==> src/rtl/rf_pkg.sv <==
// Shared definitions for the scoreboarded register file: clear-sequencer
// state encoding and the address-width derivation.
package rf_pkg;

  typedef enum logic {
    CLEAR = 1'b0,
    IDLE  = 1'b1
  } clr_state_t;

  function automatic int addr_width(input int depth);
    return $clog2(depth);
  endfunction

endpackage

==> src/rtl/rf_clear_fsm.sv <==
// Clear sequencer: walks entries 1..DEPTH-1 once per edge after reset or
// on request, then holds ready high until the next clear.
module rf_clear_fsm
  import rf_pkg::*;
#(
  parameter int DEPTH = 32,
  parameter int AW    = addr_width(DEPTH)
) (
  input  logic          clk,
  input  logic          rst_n,
  input  logic          clr_req,
  output logic          ready,
  output logic [AW-1:0] ptr
);

  clr_state_t state;

  // NOTE: sequential state uses non-blocking assignments so every register
  // samples pre-edge values regardless of statement order.
  always_ff @(posedge clk or negedge rst_n) begin
    if (!rst_n) begin
      state <= CLEAR;
      ptr   <= AW'(1);
      ready <= 1'b0;
    end else begin
      case (state)
        CLEAR: begin
          ptr <= ptr + AW'(1);
          if (ptr == AW'(DEPTH - 1)) begin
            state <= IDLE;
            ready <= 1'b1;
          end
        end
        IDLE: begin
          if (clr_req) begin
            state <= CLEAR;
            ptr   <= AW'(1);
            ready <= 1'b0;
          end
        end
        default: begin
          state <= CLEAR;
          ptr   <= AW'(1);
          ready <= 1'b0;
        end
      endcase
    end
  end

endmodule

==> src/rtl/regfile_sb.sv <==
// Multi-port register file with write-through bypass, a per-entry pending
// scoreboard and a sequenced clear; entry 0 always reads as zero.
module regfile_sb
  import rf_pkg::*;
#(
  parameter int XLEN  = 32,
  parameter int DEPTH = 32,
  parameter int NRD   = 2,
  localparam int AW   = addr_width(DEPTH)
) (
  input  logic                clk,
  input  logic                rst_n,
  input  logic                en,
  input  logic                clr_req,
  output logic                ready,
  input  logic [NRD*AW-1:0]   rs_addr,
  output logic [NRD*XLEN-1:0] rs_data,
  output logic [NRD-1:0]      rs_busy,
  input  logic                we,
  input  logic [AW-1:0]       rd,
  input  logic [XLEN-1:0]     wdata,
  input  logic                iss_valid,
  input  logic [AW-1:0]       iss_rd
);

  logic [XLEN-1:0] mem [DEPTH];
  logic [DEPTH-1:0] pend;
  logic [AW-1:0]   ptr;
  logic            wr_q;
  logic            iss_q;

  rf_clear_fsm #(.DEPTH(DEPTH), .AW(AW)) u_clear (
    .clk    (clk),
    .rst_n  (rst_n),
    .clr_req(clr_req),
    .ready  (ready),
    .ptr    (ptr)
  );

  assign wr_q  = ready && en && we && (rd != '0);
  assign iss_q = ready && en && iss_valid && (iss_rd != '0);

  // NOTE: storage has no reset; the clear sequencer zeroes it entry by entry
  // after reset, and reads are masked to zero until it finishes.
  always_ff @(posedge clk) begin
    if (!ready) begin
      mem[ptr] <= '0;
    end else if (wr_q) begin
      mem[rd] <= wdata;
    end
  end

  // A clear request wipes the scoreboard; otherwise a new issue beats a
  // same-edge writeback so the newer producer keeps ownership.
  always_ff @(posedge clk or negedge rst_n) begin
    if (!rst_n) begin
      pend <= '0;
    end else if (ready && clr_req) begin
      pend <= '0;
    end else begin
      for (int k = 1; k < DEPTH; k++) begin
        if (iss_q && iss_rd == AW'(k)) begin
          pend[k] <= 1'b1;
        end else if (wr_q && rd == AW'(k)) begin
          pend[k] <= 1'b0;
        end
      end
      pend[0] <= 1'b0;
    end
  end

  // NOTE: every always_comb output gets a default first so no path can
  // leave it unassigned and infer a latch.
  always_comb begin
    rs_data = '0;
    rs_busy = '0;
    for (int i = 0; i < NRD; i++) begin
      if (ready && rs_addr[i*AW +: AW] != '0) begin
        if (wr_q && rd == rs_addr[i*AW +: AW]) begin
          rs_data[i*XLEN +: XLEN] = wdata;
        end else begin
          rs_data[i*XLEN +: XLEN] = mem[rs_addr[i*AW +: AW]];
          rs_busy[i]              = pend[rs_addr[i*AW +: AW]];
        end
      end
    end
  end

endmodule
==> config.mk <==
export PLATFORM = sky130hd
export DESIGN_NAME = regfile_sb
export DESIGN_NICKNAME = d
export VERILOG_FILES = /design/src/rtl/rf_pkg.sv /design/src/rtl/rf_clear_fsm.sv /design/src/rtl/regfile_sb.sv
export SDC_FILE = /design/constraint.sdc
export NUM_CORES = 1
export LEC_CHECK = 0
export BUFFER_PORTS_ARGS = -buffer_cell sky130_fd_sc_hd__buf_2
export CAP_MARGIN = 30
export CORE_ASPECT_RATIO = 2
export CORE_UTILIZATION = 48
export CTS_CLUSTER_DIAMETER = 40
export DETAILED_ROUTE_END_ITERATION = 10
export HOLD_SLACK_MARGIN = 0.12
export PLACE_DENSITY = 0.71
export SYNTH_ARGS = -nofsm -noshare
export SYNTH_HDL_FRONTEND = slang
export SYNTH_SLANG_ARGS = --single-unit
==> constraint.sdc <==
create_clock -name clk -period 4.15 [get_ports clk]
set_input_delay 0.6225 -clock clk [delete_from_list [all_inputs] [get_ports clk]]
set_output_delay 0.6225 -clock clk [all_outputs]
set_load 0.02 [all_outputs]
Word level (Yosys, flattened, before mapping). Memories as Yosys holds them, arrays and structs flattened. Cells that the tools add are included.

Input bits: 58. Memories kept: 1. Register bits after elaboration: 39. Word-level logic and storage cells: 306. Bits in writable memories: 1024.

$add $sub $neg: 1. Muxes and demuxes: 90. Equal/unequal tests: 67. $lt $le $gt $ge: 2. Reduce and logical (&&, ||, !) cells: 109. Bitwise gates (word level): 1.

Memories: mem (depth 32, bits a word 32, rd ports 2, clocked after memory_dff 0, write ports 1, line regfile_sb.sv:26) `logic [XLEN-1:0] mem [DEPTH];`.

Operators with widths (count): 32-bit 2-to-1 mux (6); 5-bit equality test, second input constant (33); 3-bit nonzero test (31); 5-bit by 4-bit equality test with 1-bit output, second input constant (16); 1-bit 2-to-1 mux (77); 1-bit logical AND (72); 5-bit by 3-bit equality test with 1-bit output, second input constant (8); 32-bit OR reduction (1); 5-bit by 2-bit equality test with 1-bit output, second input constant (4); 5-bit nonzero test (4); 5-bit by 6-bit < comparator with 1-bit output, second input constant (2); 1-bit binary-select mux with 5-bit select (2); 5-bit by 1-bit equality test with 1-bit output, second input constant (2); 5-bit equality test (2); 5-bit 2-to-1 mux (2); 5-bit case mux with 2 select lines (1); 5-bit by 1-bit adder with 5-bit output, second input constant (1); 1-bit case mux with 2 select lines (2); 2-bit by 1-bit inequality test with 1-bit output, second input constant (1); 2-bit inequality test, second input constant (1); 2-bit AND reduction (1); 1-bit inverter (1).

Longest topological paths before layout.
Word-level depth: 8. Gate-level depth with buffers: 9. Depth with buffers taken out: 5.

By module. A second synthesis with hierarchy kept.

Cells, all modules: 2851. Area, all modules: 51435.6 µm².

By module, submodules not included: regfile_sb (times used 1, cells an instance 2820, area each 51107.8 µm², seq. area each 31525.2 µm²); rf_clear_fsm (times used 1, cells an instance 31, area each 327.8 µm², seq. area each 176.4 µm²).

Worst setup path before layout. OpenSTA, ideal clock, no wires.

Kind: input -> register. From: input rd[4]. To: memory mem[8][0], enable pin. Data arrival time: 3976 ps. Cell stages on the path: 6. Path slack: -287 ps. Library setup time: 461 ps. Cells stage by stage: buf_2 nor3_2 a21o_1 buf_2 mux2_2 nor3_1.

Word-level cells in the longest chain between the ends: 7. Elaborated cells between the ends (all ways): 8. Classes of those cells: mux (5); reduce/logical (3).

Ends and longest elaborated chain: start, declared (line regfile_sb.sv:20) `input logic [AW-1:0] rd,`; 5-bit nonzero test (line regfile_sb.sv:40) `assign wr_q = ready && en && we && (rd != '0);`; 1-bit logical AND (line regfile_sb.sv:40); 1-bit 2-to-1 mux (line regfile_sb.sv:48) `end else if (wr_q) begin`; 1-bit 2-to-1 mux (line regfile_sb.sv:46) `if (!ready) begin`; 1-bit 2-to-1 mux (not written as such) (line regfile_sb.sv:49) `mem[rd] <= wdata;`; 32-bit OR reduction (no source line); 5-bit 2-to-1 mux (no source line) / 1-bit 2-to-1 mux (equally long branches); end, declared (line regfile_sb.sv:26).

Several ways; a longest one is shown, not always the timed one.

Final worst setup path.
From: input rs_addr[5]. To: output rs_data[39].

Word-level cells in the longest chain between the ends: 4. Elaborated cells between the ends (all ways): 7. Classes of those cells: eq/ne (1); mux (2); reduce/logical (3); memory (1).

Ends and longest elaborated chain: start, declared (line regfile_sb.sv:16) `input logic [NRD*AW-1:0] rs_addr,`; parallel branches: the longest is 3 deep, another holds memory read 32 x 32 bit; 32-bit 2-to-1 mux * (line regfile_sb.sv:78) `if (ready && rs_addr[i*AW +: AW] != '0) begin`; end, declared (line regfile_sb.sv:17) `output logic [NRD*XLEN-1:0] rs_data,`.

Every way passes the cells marked *.

==> out/results.ini <==
[die]
core_area_um2 = 105100
dieHeight_um = 462.9
die_area_um2 = 107600
num_io_pins = 125
start_util_pct = 48.52
die_w_um = 232.5
rows = 168

[timing]
min_period_ns = 3.786
worstMarginPinSlew_ns = 1.054
finalCritPeriodShare_pct = 91.24
rsz0062_at_grt = false
slew_violations = 0
finalHoldViolCount = 0
setup-violations-final = 0
slew_headroom_pct = 29.76
fmax_mhz = 264.1
worst_clock_skew_ns = 0.01755

[pwr]
vdd_drop_max_mv = 0.4352
power_frac_clock_pct = 33.9
power.density_nw_per_um2 = 497.3
seq_power_share_pct = 46.4
switching_share_pct = 29.71
comb_power_share_pct = 19.7
internal_power_mw = 20.28
p_leak_nw = 19.85
p_switching_mw = 8.571

[yosys]
synth-seq-cells = 1062
synth.area.mux_share_pct = 22.55
seq_area_frac_synth_pct = 62.17
synthAdderAreaFrac_pct = 0.04907
synth_edf_count = 1024
synth_compound_area_share_pct = 9.660
ys.flop_type = edfxtp_1
synth_xor_area_share_pct = 0.2061
synthTopCellsByArea = edfxtp_1, mux4_2, mux2i_1
synth_nets = 3152
netlist_instances = 3092
yosysWarnings = 0
synthSimpleGateAreaFrac_pct = 2.768
synth_top_family_by_area = multiplexers
synth_top_area_cell = edfxtp_1
yosysUniqueCellTypes = 60
synth_common_cells = edfxtp_1, mux2i_1, mux4_2
syn_avg_cell_area_um2 = 16.49
netlist.area_leader.share_pct = 60.30
yosysMostFrequentCell = edfxtp_1
ys_async_sr_fraction_pct = 3.578
mappedNetlistArea_um2 = 50990

[clock_tree]
cts_tree = yes
clock_latency_ns = 0.72
hold_buffers = 1
post_cts_buffers = 0
clk_pin_slew_ns = 0.06
cts_root_buf = clkbuf_16
postCtsResizedCells = 0
cts_buffers = 101
htreeDepth = 3
clockBufferDepth = 3
cts_sinks = 1062

[setup_path]
crit_arrival_ns = 3.16
startpoint_type = primary input
crit_top_cell = buf_12
slowest_stage = nor4b_1
crit_fanout = 27
critical-path-max-stage-delay_ns = 0.79
crit_buf_inv = 4
critical_path_required_ns = 3.53
r2r-start = u_clear.ready$_DFFE_PN0P_
critPathTopFamily = buffers and inverters
reg2reg_depth = 6
regToRegSetupSlack_ns = 1.14
path_cells = buf_8 -> buf_12 -> buf_12 -> mux2i_1 -> o221ai_1 -> a21oi_1 -> nor4b_1 -> a221o_1 -> buf_2
timing.rr.end = mem[29][27]$_DFFE_PP_
critPathKind = in2out
endpoint_kind = output port

[cells_and_area]
layout.nets = 3286
area_growth_pct = 13.75
fin_cells = 4680
fillCellCount = 8145
fin_area_um2 = 58000
drive_above_1_share_pct = 23.88

[grt]
grt_pass1_vias = 34710
grt_start_max_net_pins = 64
antenna_found_initial = 13
grt_usage_pct = 32.01
grt_overflow = 0
grt_first_pass_wirelength_um = 242100

[detailed_routing]
ant_nets = 0
drt_iter0_markers = 4109
vias = 33940
wire_per_inst_um = 36.62
drc_errors = 0
post_drt_via_cell_ratio = 7.253
drt-pass1-iter-count = 6
totalWireLength_um = 171400

[place]
gp_congestion = 0.8714
port_buffers = 124
dpl_cell_area_um2 = 54460
hpwl_um = 97870
placed_cells = 4482

[min_path]
whs_path_depth = 2
worstHoldStart = clr_req
whs_endpoint = u_clear.ready$_DFFE_PN0P_
hold_path.class = in2reg

[job]
maxCapViolCount = 0

[outcome]
outcome = complete, no violations

[flip-flops by register name, indices dropped and copies added (netlist names)]
| signal | count |
|---|---|
| mem | 1024 |
| pend | 31 |
| u_clear.ready | 1 |
| u_clear.state | 1 |
| u_clear.ptr | 5 |
[layout by cell type (no fill, tap or decap), drive strengths merged, types with 8 or more instances in the layout]
cell type and count:
nor2 69, nor3 43, clkinv 41, mux2i 504
bufinv 11, mux4 285, o22ai 96, nor4b 31
nand3 8, and2 33, buf 293, a22o 31
o21ai 67, o221ai 279, nand2b 8, dfrtp 37
edfxtp 1024, a21oi 161, clkbuf 123, inv 20
nand2 53, a221o 31, diode 8
[through the flow]
stage               total power [mW]  setup slack, ns  setup TNS [ns]  hold WS, ns  utilization [%]
finish                         28.85           0.3636               0       0.2020            55.19
global route                   29.50           0.3004               0       0.2179            55.18
CTS                            28.81           0.3370               0       0.1621            55.17
detailed placement             19.19           0.3410               0       0.5512            51.81
global placement               19.05           0.3864               0       0.5396            51.78
floorplan                      16.49          -0.2869          -18.36       0.3269                -
[routing by layer]
layer,share of wire (%),track usage [%],up-vias
met5,0.021,0,-
met4,6.7,18.85,6
met3,11,7.197,651
met2,50,53.74,2445
met1,32,37.29,17390
li1,-,-,13450
[how the worst max path moves through the flow]
| stage | startpoint | to | slack, ns | depth (start not counted) |
|---|---|---|---|---|
| 2_1_floorplan | rd[4] | mem[8][0]$_DFFE_PP_ | -0.29 | 6 |
| 6_report | rs_addr[5] | rs_data[39] | 0.36 | 9 |
| 5_1_grt | rs_addr[5] | rs_data[39] | 0.30 | 9 |
| 4_1_cts | rs_addr[5] | rs_data[39] | 0.34 | 9 |
| 3_5_place_dp | rs_addr[5] | rs_data[39] | 0.34 | 9 |
| 3_3_place_gp | rs_addr[5] | rs_data[39] | 0.39 | 9 |
[kinds of logic after synthesis]
group                      count (synthesis)
AOI/OAI and AO/OA                        682
xor gates and xnor gates                  12
adders and majority gates                  2
DFF                                     1062
and+or+nand+nor                          269
muxes                                    792
buffers and inverters                    273
[power by group through the flow]
stage          Sequential (mW)  Combinational, mW  Clock [mW]
2_1_floorplan             13.5               3.00           0
3_3_place_gp              13.5               5.53           0
3_5_place_dp              13.6               5.60           0
4_1_cts                   13.4               5.62        9.82
5_1_grt                   13.5               5.85        10.2
6_report                  13.4               5.69        9.78
[area by class of cell]
| class | instances | area, um^2 | area share, % |
|---|---|---|---|
| Antenna cell | 8 | 20.02 | 0.03451 |
| Inverter | 10 | 40.04 | 0.06903 |
| Clock buffer | 123 | 2736 | 4.718 |
| Clock inverter | 66 | 780.7 | 1.346 |
| Sequential cell | 1062 | 31700 | 54.66 |
| Multi-Input combinational cell | 1757 | 18280 | 31.51 |
| Timing Repair Buffer | 294 | 2748 | 4.737 |
| Tap cell | 1360 | 1702 | 2.934 |
Note: power is estimated with default switching activity, not from simulation.
